[src/rtl/vga_piso_shifter_pkg.sv]
// Shared types and helpers for the VGA parallel-in/serial-out pixel shifter.
// Latency: n/a (declarations only).
// Backpressure: n/a (declarations only).
package vga_piso_pkg;

  // Width of the underrun statistics counter when it is built in.
  localparam int UNDERRUN_CNT_W = 16;

  // Shifter state encoding: EMPTY = no word loaded, SHIFT = word being serialised.
  typedef enum logic {
    EMPTY = 1'b0,
    SHIFT = 1'b1
  } shift_state_e;

  // Width of a counter that indexes the bits of a data_w-bit word.
  function automatic int bit_cnt_w(input int data_w);
    return (data_w <= 1) ? 1 : $clog2(data_w);
  endfunction

endpackage

[src/rtl/vga_piso_shifter_if.sv]
// Load-side valid/ready bundle feeding words into the pixel shifter.
// Latency: n/a (wires only).
// Backpressure: ready is owned by the slave (shifter) and gates the transfer.
interface vga_piso_shifter_if #(
  parameter int DATA_W = 8,
  parameter int NUM_CH = 1
);

  logic [NUM_CH*DATA_W-1:0] load_data;
  logic                     load_valid;
  logic                     load_ready;

  // Word source: presents data/valid, observes ready.
  modport master (
    output load_data,
    output load_valid,
    input  load_ready
  );

  // Shifter side: consumes data/valid, drives ready.
  modport slave (
    input  load_data,
    input  load_valid,
    output load_ready
  );

endinterface

[src/rtl/vga_piso_shifter_lane_mux.sv]
// Per-lane bit picker: selects the bit of one word indexed by bit_cnt in the chosen order.
// Latency: combinational, zero cycles.
// Backpressure: none; pure function of its inputs.
module vga_piso_lane_mux
  import vga_piso_pkg::*;
#(
  parameter int DATA_W = 8,
  parameter int BCW    = bit_cnt_w(DATA_W)
) (
  input  logic [DATA_W-1:0] word,
  input  logic [BCW-1:0]    bit_cnt,
  input  logic              msb_q,
  output logic              pix
);

  localparam logic [BCW-1:0] LAST_BIT = BCW'(DATA_W - 1);

  logic [BCW-1:0] idx;

  // Map the sequence position to a physical bit: count down from the top in MSB-first mode.
  always_comb begin
    idx = bit_cnt;
    if (msb_q) begin
      idx = LAST_BIT - bit_cnt;
    end
  end

  assign pix = word[idx];

endmodule

[src/rtl/vga_piso_shifter.sv]
// Multi-lane VGA pixel shifter: one-word holding buffer feeding a replicating PISO shift stage.
// Latency: first bit of a word appears one clock after the transfer cycle; words chain gap-free.
// Backpressure: load_ready = !hold_valid, a registered decode independent of load_valid.
// Optional: define VGA_PISO_UNDERRUN_CNT_EN to add a saturating 16-bit underrun_count output.
module vga_piso_shifter
  import vga_piso_pkg::*;
#(
  parameter int DATA_W  = 8,
  parameter int NUM_CH  = 1,
  parameter int SCALE_W = 2
) (
  input  logic                  vga_clk,
  input  logic                  reset,
  input  logic                  display_area,
  vga_piso_shifter_if.slave     load,
  input  logic                  msb_first,
  input  logic [SCALE_W-1:0]    scale,
  output logic [NUM_CH-1:0]     serial_output,
  output logic                  underrun
`ifdef VGA_PISO_UNDERRUN_CNT_EN
  ,
  output logic [UNDERRUN_CNT_W-1:0] underrun_count
`endif
);

  localparam int BCW = bit_cnt_w(DATA_W);
  localparam logic [BCW-1:0] LAST_BIT = BCW'(DATA_W - 1);

  // Holding buffer: one word waiting behind the shift stage.
  logic [NUM_CH*DATA_W-1:0] hold_data;
  logic                     hold_valid;

  // Shift stage: the word on screen plus its own sampled order/scale.
  shift_state_e             state;
  logic [NUM_CH*DATA_W-1:0] shift_data;
  logic                     msb_q;
  logic [SCALE_W-1:0]       scale_q;
  logic [BCW-1:0]           bit_cnt;
  logic [SCALE_W-1:0]       rep_cnt;

  // Decoded control.
  logic                     accept;
  logic                     word_done;
  logic                     xfer;
  logic                     starve;
  logic [BCW-1:0]           bit_nxt;
  logic [SCALE_W-1:0]       rep_nxt;

  // Lane mux operands: the hold word at a transfer, otherwise the shifting word.
  logic [NUM_CH*DATA_W-1:0] mux_word;
  logic [BCW-1:0]           mux_cnt;
  logic                     mux_msb;
  logic [NUM_CH-1:0]        lane_bit;

  assign load.load_ready = !hold_valid;
  assign accept          = load.load_valid && !hold_valid;

  // Word-done / transfer / starvation decode and next-position counters.
  always_comb begin
    word_done = (state == SHIFT) && (bit_cnt == LAST_BIT) && (rep_cnt == scale_q);
    xfer      = display_area && hold_valid && ((state == EMPTY) || word_done);
    starve    = display_area && !hold_valid && ((state == EMPTY) || word_done);
    bit_nxt   = bit_cnt;
    rep_nxt   = rep_cnt + SCALE_W'(1);
    if (rep_cnt == scale_q) begin
      rep_nxt = '0;
      bit_nxt = bit_cnt + BCW'(1);
    end
  end

  // Counters track the bit currently on screen, so the mux looks at the next position.
  always_comb begin
    mux_word = shift_data;
    mux_cnt  = bit_nxt;
    mux_msb  = msb_q;
    if (xfer) begin
      mux_word = hold_data;
      mux_cnt  = '0;
      mux_msb  = msb_first;
    end
  end

  for (genvar c = 0; c < NUM_CH; c++) begin : g_lane
    vga_piso_lane_mux #(
      .DATA_W (DATA_W),
      .BCW    (BCW)
    ) u_lane_mux (
      .word    (mux_word[c*DATA_W +: DATA_W]),
      .bit_cnt (mux_cnt),
      .msb_q   (mux_msb),
      .pix     (lane_bit[c])
    );
  end

  // Holding buffer: fill on accept, drain on transfer; the two are mutually exclusive.
  always_ff @(posedge vga_clk) begin
    if (reset) begin
      hold_data  <= '0;
      hold_valid <= 1'b0;
    end else if (accept) begin
      hold_data  <= load.load_data;
      hold_valid <= 1'b1;
    end else if (xfer) begin
      hold_valid <= 1'b0;
    end
  end

  // Shifter FSM with registered pixel and underrun outputs.
  always_ff @(posedge vga_clk) begin
    if (reset) begin
      state         <= EMPTY;
      shift_data    <= '0;
      msb_q         <= 1'b0;
      scale_q       <= '0;
      bit_cnt       <= '0;
      rep_cnt       <= '0;
      serial_output <= '0;
      underrun      <= 1'b0;
    end else if (!display_area) begin
      // Blanking: drop the on-screen word but leave the holding buffer alone.
      state         <= EMPTY;
      bit_cnt       <= '0;
      rep_cnt       <= '0;
      serial_output <= '0;
      underrun      <= 1'b0;
    end else if (xfer) begin
      state         <= SHIFT;
      shift_data    <= hold_data;
      msb_q         <= msb_first;
      scale_q       <= scale;
      bit_cnt       <= '0;
      rep_cnt       <= '0;
      serial_output <= lane_bit;
      underrun      <= 1'b0;
    end else if (starve) begin
      // Nothing to show for the coming pixel: blank it and flag the starvation.
      state         <= EMPTY;
      bit_cnt       <= '0;
      rep_cnt       <= '0;
      serial_output <= '0;
      underrun      <= 1'b1;
    end else begin
      bit_cnt       <= bit_nxt;
      rep_cnt       <= rep_nxt;
      serial_output <= lane_bit;
      underrun      <= 1'b0;
    end
  end

`ifdef VGA_PISO_UNDERRUN_CNT_EN
  // Saturating count of starved display cycles, stepped alongside the underrun pulse.
  always_ff @(posedge vga_clk) begin
    if (reset) begin
      underrun_count <= '0;
    end else if (starve && (underrun_count != {UNDERRUN_CNT_W{1'b1}})) begin
      underrun_count <= underrun_count + UNDERRUN_CNT_W'(1);
    end
  end
`else
  // Only the underrun pulse is exported in this build.
`endif

endmodule

[src/flat_wrapper.sv]
// flat-port wrapper written by rule: the top's interface ports become plain ports
module vga_piso_shifter_flat import vga_piso_pkg::*;
#(
  parameter int DATA_W  = 8,
  parameter int NUM_CH  = 1,
  parameter int SCALE_W = 2
)
  (vga_clk, reset, display_area, msb_first, scale, serial_output, underrun, load_load_data, load_load_valid, load_load_ready);
  vga_piso_shifter_if #(.DATA_W(DATA_W), .NUM_CH(NUM_CH)) load_i ();
  input  logic vga_clk;
  input  logic reset;
  input  logic display_area;
  input  logic msb_first;
  input  logic [SCALE_W-1:0] scale;
  output logic [NUM_CH-1:0] serial_output;
  output logic underrun;
  input wire logic [$bits(load_i.load_data)-1:0] load_load_data;
  input wire logic [$bits(load_i.load_valid)-1:0] load_load_valid;
  output wire logic [$bits(load_i.load_ready)-1:0] load_load_ready;
  assign load_i.load_data = load_load_data;
  assign load_i.load_valid = load_load_valid;
  assign load_load_ready = load_i.load_ready;
  vga_piso_shifter #(.DATA_W(DATA_W), .NUM_CH(NUM_CH), .SCALE_W(SCALE_W)) u_core (.vga_clk(vga_clk), .reset(reset), .display_area(display_area), .load(load_i), .msb_first(msb_first), .scale(scale), .serial_output(serial_output), .underrun(underrun));
endmodule
[config.mk]
export PLATFORM = sky130hd
export DESIGN_NAME = vga_piso_shifter_flat
export DESIGN_NICKNAME = d
export VERILOG_FILES = /design/src/rtl/vga_piso_shifter_pkg.sv /design/src/rtl/vga_piso_shifter_if.sv /design/src/rtl/vga_piso_shifter_lane_mux.sv /design/src/rtl/vga_piso_shifter.sv /design/src/flat_wrapper.sv
export SDC_FILE = /design/constraint.sdc
export NUM_CORES = 1
export LEC_CHECK = 0
export ABC_CLOCK_PERIOD_IN_PS = 2300
export CORE_UTILIZATION = 30
export DETAILED_ROUTE_END_ITERATION = 16
export HOLD_SLACK_MARGIN = 0.06
export SYNTH_ARGS = -nofsm -noshare
export SYNTH_HDL_FRONTEND = slang
export SYNTH_SLANG_ARGS = --single-unit
[constraint.sdc]
create_clock -name vga_clk -period 2.3 [get_ports vga_clk]
set_input_delay 0.23 -clock vga_clk [delete_from_list [all_inputs] [get_ports vga_clk]]
set_output_delay 0.23 -clock vga_clk [all_outputs]
set_load 0.005 [all_outputs]
==> results.ini <==
[run_status]
status = completed

[run]
maxCapViolCount = 0

[place]
place_congestion = 0.794
dpl.hpwl_microns = 1810
dp_slack_ns = 0.422
io_buffers = 17

[pwr]
p_per_area_nw_per_um2 = 567
switchingPower_uw = 208
peakVddDrop_uv = 194
p_int_uw = 686
p_sw_share_pct = 23.3
seqPwrFrac_pct = 57.7
p_comb_share_pct = 13.6
leakage_uw = 0.000582
clkPwrFrac_pct = 28.6

[die]
io_pins = 18
fp.coreArea_sq_um = 4120
rows = 23
die_area_sq_um = 4650
fp.dieW_microns = 68.2
start_util_pct = 31.9
fp.dieH_microns = 68.2

[route]
routed_via_density = 4.75
drt_iter0_drc = 45
vias = 946
ant_nets = 0
wl_per_cell_microns = 11.7
drcViolationCount = 0
dr.pass1.iters = 4
wirelength_microns = 2320

[min_path]
worstHoldStart = u_core.shift_data[4]$_SDFFE_PP0P_
hp-class = reg -> reg
hold_depth = 2
hold_path_end = u_core.shift_data[4]$_SDFFE_PP0P_

[logic_synthesis]
synth_seq_cells = 28
syn-num-nets = 149
synth_area_per_cell_sq_um = 9.95
synth_top_cells_by_area = dfxtp_1, mux2i_1, nor2_1
synth.top_cell.area_share_pct = 42.7
yosys_warnings = 0
ys_seq_area_share_pct = 42.7
syn-cell-area_sq_um = 1310
synthesis.instances = 132
yosys.area.top_type = dfxtp_1
yosys.cell_types.count = 33

[grt]
grt_overflow = 0
met1_usage_pct = 13.8
antenna_found_initial = 0
met3_usage_pct = 2.00
grt_usage_pct = 11.3
grt_pass1_vias = 912
grt_max_degree = 21
grt_pass1_wl_microns = 3930
grt_use_met2_pct = 19.2
top_usage_layer = met2

[clock_network]
hold_buffers = 0
clkTransAtPathRegs_ns = 0.09
cts_resized = 0
clock-sinks = 28
worstSkewPairLatency_ns = 0.27
cts_buffers = 3
tritoncts = done
htree_levels = 1
cts-root-buf = clkbuf_8
clock_path_buffers = 2
cts_setup_buffers = 0

[critical_path]
worstReg2RegStart = u_core.bit_cnt[0]$_SDFF_PP0_
worstSetupPathType = reg -> reg
crit_fanout = 4
reg2regPathDepth = 7
crit_arrival_ns = 2.09
cp.required_ns = 2.49
worstSetupEndpointType = flop
r2r_setup_slack_ns = 0.40
r2r_end = u_core.serial_output$_SDFF_PP0_
cp-start-kind = flop

[sta]
finalHoldViolations = 0
tightest_slew_ns = 0.545
skew_ns = 0.00267
whs_ns = 0.505
slew_viol_final = 0
post-route-period-util_pct = 82.6
fin_tns_setup_ns = 0
setup_viol = 0
rsz0062_at_grt = false
min_period_ns = 1.90
maxSlewHeadroom_pct = 63.4
fmax_mhz = 526
setup_ws_ns = 0.401

[final_layout]
area_growth_pct = 19.9
final_cell_mix = dfxtp_1, nor2_1, mux2i_1
antenna_cells = 0
nets = 168
n_fill_cell = 431
final_common_cell = dfxtp_1
final_layout_size_suffix_gt1_share_pct = 12.1

[Yosys cell counts]
library cell and number:
buf_2 1, a2bb2oi_1 1, nor2_1 25, nor2_2 1, mux2i_1 22, mux2_4 1, nor3_1 5, nand2_1 2
xnor2_1 6, a21boi_4 1, a21boi_2 1, a211oi_1 1, xor2_2 2, o221ai_1 2, a21oi_1 1, and3b_2 1
ha_1 2, buf_6 1, a21oi_2 1, nand3_2 1, inv_1 2, clkbuf_1 3, o21ai_0 6, nor2_4 2
nor3b_1 1, a21boi_0 1, a211oi_2 1, nor2b_1 2, o21ai_2 1, nand3_1 5, dfxtp_1 28, xor2_1 1
o21a_1 1
[kinds of logic after synthesis]
family                   Yosys count  share of synthesized area [%]
adder cells (fa/ha/maj)            2                           1.90
AND/OR/NAND/NOR                   45                           16.8
XOR/XNOR                           9                           7.14
AO/OA/AOI/OAI                     18                           11.0
multiplexers                      23                           17.9
flip-flops                        28                           42.7
buffers and inverters              7                           2.67
[flip-flops by register name, summed over array words and instances, names as in the netlist]
signal and flops:
u_core.bit_cnt 3, u_core.hold_data 8, u_core.hold_valid 1, u_core.msb_q 1
u_core.rep_cnt 2, u_core.scale_q 2, u_core.serial_output 1, u_core.shift_data 8
u_core.state 1, u_core.underrun 1
[layout make-up]
type / instances / area [sq um] / share of cell area, %
Clock buffer: 3 / 41.3 / 2.62
Inverter: 2 / 7.51 / 0.477
Multi-Input combinational cell: 97 / 718 / 45.6
Sequential cell: 28 / 561 / 35.6
Tap cell: 50 / 62.6 / 3.97
Timing Repair Buffer: 19 / 185 / 11.8
[critical path, stage by stage, from the launching register on]
cell and delay (ns):
dfxtp_1 0.37, ha_1 0.22, ha_1 0.28, nand3_2 0.09, and3b_2 0.25, nor2_1 0.13
mux2_4 0.32, a211oi_2 0.17
[power groups by stage]
| stage | Sequential (uW) | Combinational [uW] | Clock, uW |
|---|---|---|---|
| finish | 516 | 122 | 256 |
| global route | 519 | 134 | 290 |
| CTS | 516 | 124 | 268 |
| detailed placement | 528 | 123 | 0 |
| global placement | 527 | 121 | 0 |
| floorplan | 523 | 82.4 | 0 |
[metal layers]
layer  wire, microns  vias up
li1                -      488
met1            1140      441
met2            1080       12
met3              47        5
met4              48        0
met5               0        -
[through the flow]
stage               instance area (sq um)  power [uW]  utilization [%]  std cells
CTS                                  1580         908             38.3        199
global route                         1580         943             38.3        199
detailed placement                   1530         651             37.3        196
global placement                     1530         648             37.3        196
finish                               1580         894             38.3        199
floorplan                            1310         605                -        132
[how the worst max path moves through the flow]
stage	start	to	cells after the start
2_1_floorplan	u_core.bit_cnt[0]$_SDFF_PP0_	u_core.serial_output$_SDFF_PP0_	7
3_3_place_gp	u_core.bit_cnt[0]$_SDFF_PP0_	u_core.serial_output$_SDFF_PP0_	7
3_5_place_dp	u_core.bit_cnt[0]$_SDFF_PP0_	u_core.serial_output$_SDFF_PP0_	7
4_1_cts	u_core.bit_cnt[0]$_SDFF_PP0_	u_core.serial_output$_SDFF_PP0_	7
5_1_grt	u_core.rep_cnt[0]$_SDFF_PP0_	u_core.serial_output$_SDFF_PP0_	6
6_report	u_core.bit_cnt[0]$_SDFF_PP0_	u_core.serial_output$_SDFF_PP0_	7
Note: power is estimated with default switching activity, not from simulation.
==> edit (same flow settings) <==
`NUM_CH` is set to 1 in 3 places; all go to 2.
--- a/src/rtl/vga_piso_shifter_if.sv
+++ b/src/rtl/vga_piso_shifter_if.sv
@@ -4,5 +4,5 @@
 interface vga_piso_shifter_if #(
   parameter int DATA_W = 8,
-  parameter int NUM_CH = 1
+  parameter int NUM_CH = 2
 );
 
--- a/src/rtl/vga_piso_shifter.sv
+++ b/src/rtl/vga_piso_shifter.sv
@@ -7,5 +7,5 @@
 #(
   parameter int DATA_W  = 8,
-  parameter int NUM_CH  = 1,
+  parameter int NUM_CH  = 2,
   parameter int SCALE_W = 2
 ) (
--- a/src/flat_wrapper.sv
+++ b/src/flat_wrapper.sv
@@ -3,5 +3,5 @@
 #(
   parameter int DATA_W  = 8,
-  parameter int NUM_CH  = 1,
+  parameter int NUM_CH  = 2,
   parameter int SCALE_W = 2
 )
Interface: changed (resized load_load_data and serial_output); port bits go from 18 to 27. The function was not compared with the original's and may differ.
==> edit against the unedited design <==
- wire length is 100% higher
- total power is 69% higher
- area after synthesis is 50% higher
- setup slack worse by 0.25 ns
- via count is 84% higher
- global-route usage is 2.8 points higher
- sequential cell count is 17 higher
- design area is 54% higher
- count of clock-buffer cells in the layout is 3 higher
- critical path type unchanged
==> edit: results (changes against the unedited design) <==
Final Skew: 0.00292 ns (was 0.00267 ns)
# clk buffers: 6 (was 3)
Tmin final: 2.15 ns (was 1.90 ns)
GR Layer Usage met3: 3.08% (was 2.00%)
Finished Layout Cells: 354 (was 199)
outcome: completed (unchanged)
Crit path largest cell delay: 0.55 ns (was 0.37 ns)
Worst slew margin: 62.5% (was 63.4%)
Initial DRC Count: 80 (was 45)
Worst-Skew Late Latency: 0.29 ns (was 0.27 ns)
RD Place Congestion: 0.888 (was 0.794)
Leakage: 0.821 nW (was 0.582 nW)
routed len/inst: 13.2 um (was 11.7 um)
dpl ws: 0.116 ns (was 0.422 ns)
hold wc startpoint: u_core.hold_data[1]$_SDFFE_PP0P_ (was u_core.shift_data[4]$_SDFFE_PP0P_)
H-tree depth: 2 (was 1)
Final Util: 38.3% (about the same)
flop2flop setup slack: 0.15 ns (was 0.40 ns)
multi-input logic area: 990 um^2 (was 718 um^2)
Net Count, Synth: 273 (was 149)
CP arrival: 2.33 ns (was 2.09 ns)
cells after synthesis: 248 (was 132)
global-route wire length before repair: 7.82 mm (was 3.93 mm)
Repair and plain buffers: 34 (was 19)
Area contributors post-synth: dfxtp_1 46%, nand2_1 14%, a21oi_1 10% (was dfxtp_1 43%, mux2i_1 17%, nor2_1 7.1%)
NonClk Buf Share: 13.2% (was 11.8%)
Worst IR Drop VDD: 0.000264 V (was 0.000194 V)
Detailed Place HPWL: 3.48 mm (was 1.81 mm)
Post-Synth XOR/XNOR Area: 4.69% (was 7.14%)
post-synthesis cell type count: 36 (was 33)
FF/Latch Area: 901 um^2 (was 561 um^2)
Net Sw Power: 0.381 mW (was 0.208 mW)
total length of routed met3 wires: 198 um (was 47 um)
input/output buffers: 26 (was 17)
met2 Usage GRT: 22.7% (was 19.2%)
Synth Area in Compound Gates: 20.1% (was 11.0%)
mux contribution to synthesized area: 1.14% (was 17.9%)
clk tree area frac: 3.71% (was 2.62%)
slowest stage cell on the critical path: or4_1 (was dfxtp_1)
met1 Use GR: 18.7% (was 13.8%)
met2 wire len: 2.18 mm (was 1.08 mm)
largest net degree at the start of global routing: 37 (was 21)
Crit path max-delay family: compound AO/OA/AOI/OAI gates (was adder cells)
TritonCTS Buffers: 5 (was 3)
#MultiIn Comb: 182 (was 97)
## edit: cell count changes after synthesis, moves of 4 or more
| cell | delta |
|---|---|
| mux2i_1 | -22 |
| dfxtp_1 | +17 |
| nand3_1 | +9 |
| clkbuf_1 | +4 |
| o2111ai_1 | +6 |
| nor2_1 | -22 |
| nand2_1 | +72 |
| a21oi_1 | +40 |
| inv_1 | +7 |
## edit: cells by family (layout without fill, tap and decap cells)
logic type | Yosys count | after routing
xor gates and xnor gates | 8 | 8
adders and majority gates | 2 | 2
buffers and inverters | 21 | 50
DFF | 45 | 45
AOI/OAI and AO/OA | 66 | 66
and+or+nand+nor | 104 | 104
muxes | 2 | 2
## edit: what timing repair did
item                                    in CTS  in global routing
endpoints found under the setup margin       0                  2
buffers inserted                             0                  0
resized for setup                            0                  3
## edit: worst min-delay path by stage
stage / depth (start not counted) / slack (ns) / end
6_report: 2 / 0.45 / u_core.shift_data[1]$_SDFFE_PP0P_
5_1_grt: 2 / 0.47 / u_core.shift_data[11]$_SDFFE_PP0P_
4_1_cts: 2 / 0.46 / u_core.shift_data[1]$_SDFFE_PP0P_
3_5_place_dp: 2 / 0.45 / u_core.shift_data[1]$_SDFFE_PP0P_
3_3_place_gp: 2 / 0.44 / u_core.shift_data[6]$_SDFFE_PP0P_
2_1_floorplan: 2 / 0.37 / u_core.hold_data[10]$_SDFFE_PP0P_
## edit: power by group through the flow
| stage | Sequential, mW | Clock (mW) | Combinational [mW] |
|---|---|---|---|
| after global routing | 0.831 | 0.545 | 0.208 |
| after detailed placement | 0.845 | 0 | 0.184 |
| final | 0.827 | 0.499 | 0.184 |
| after CTS | 0.827 | 0.511 | 0.185 |
| after global placement | 0.845 | 0 | 0.185 |
| after floorplan | 0.838 | 0 | 0.109 |
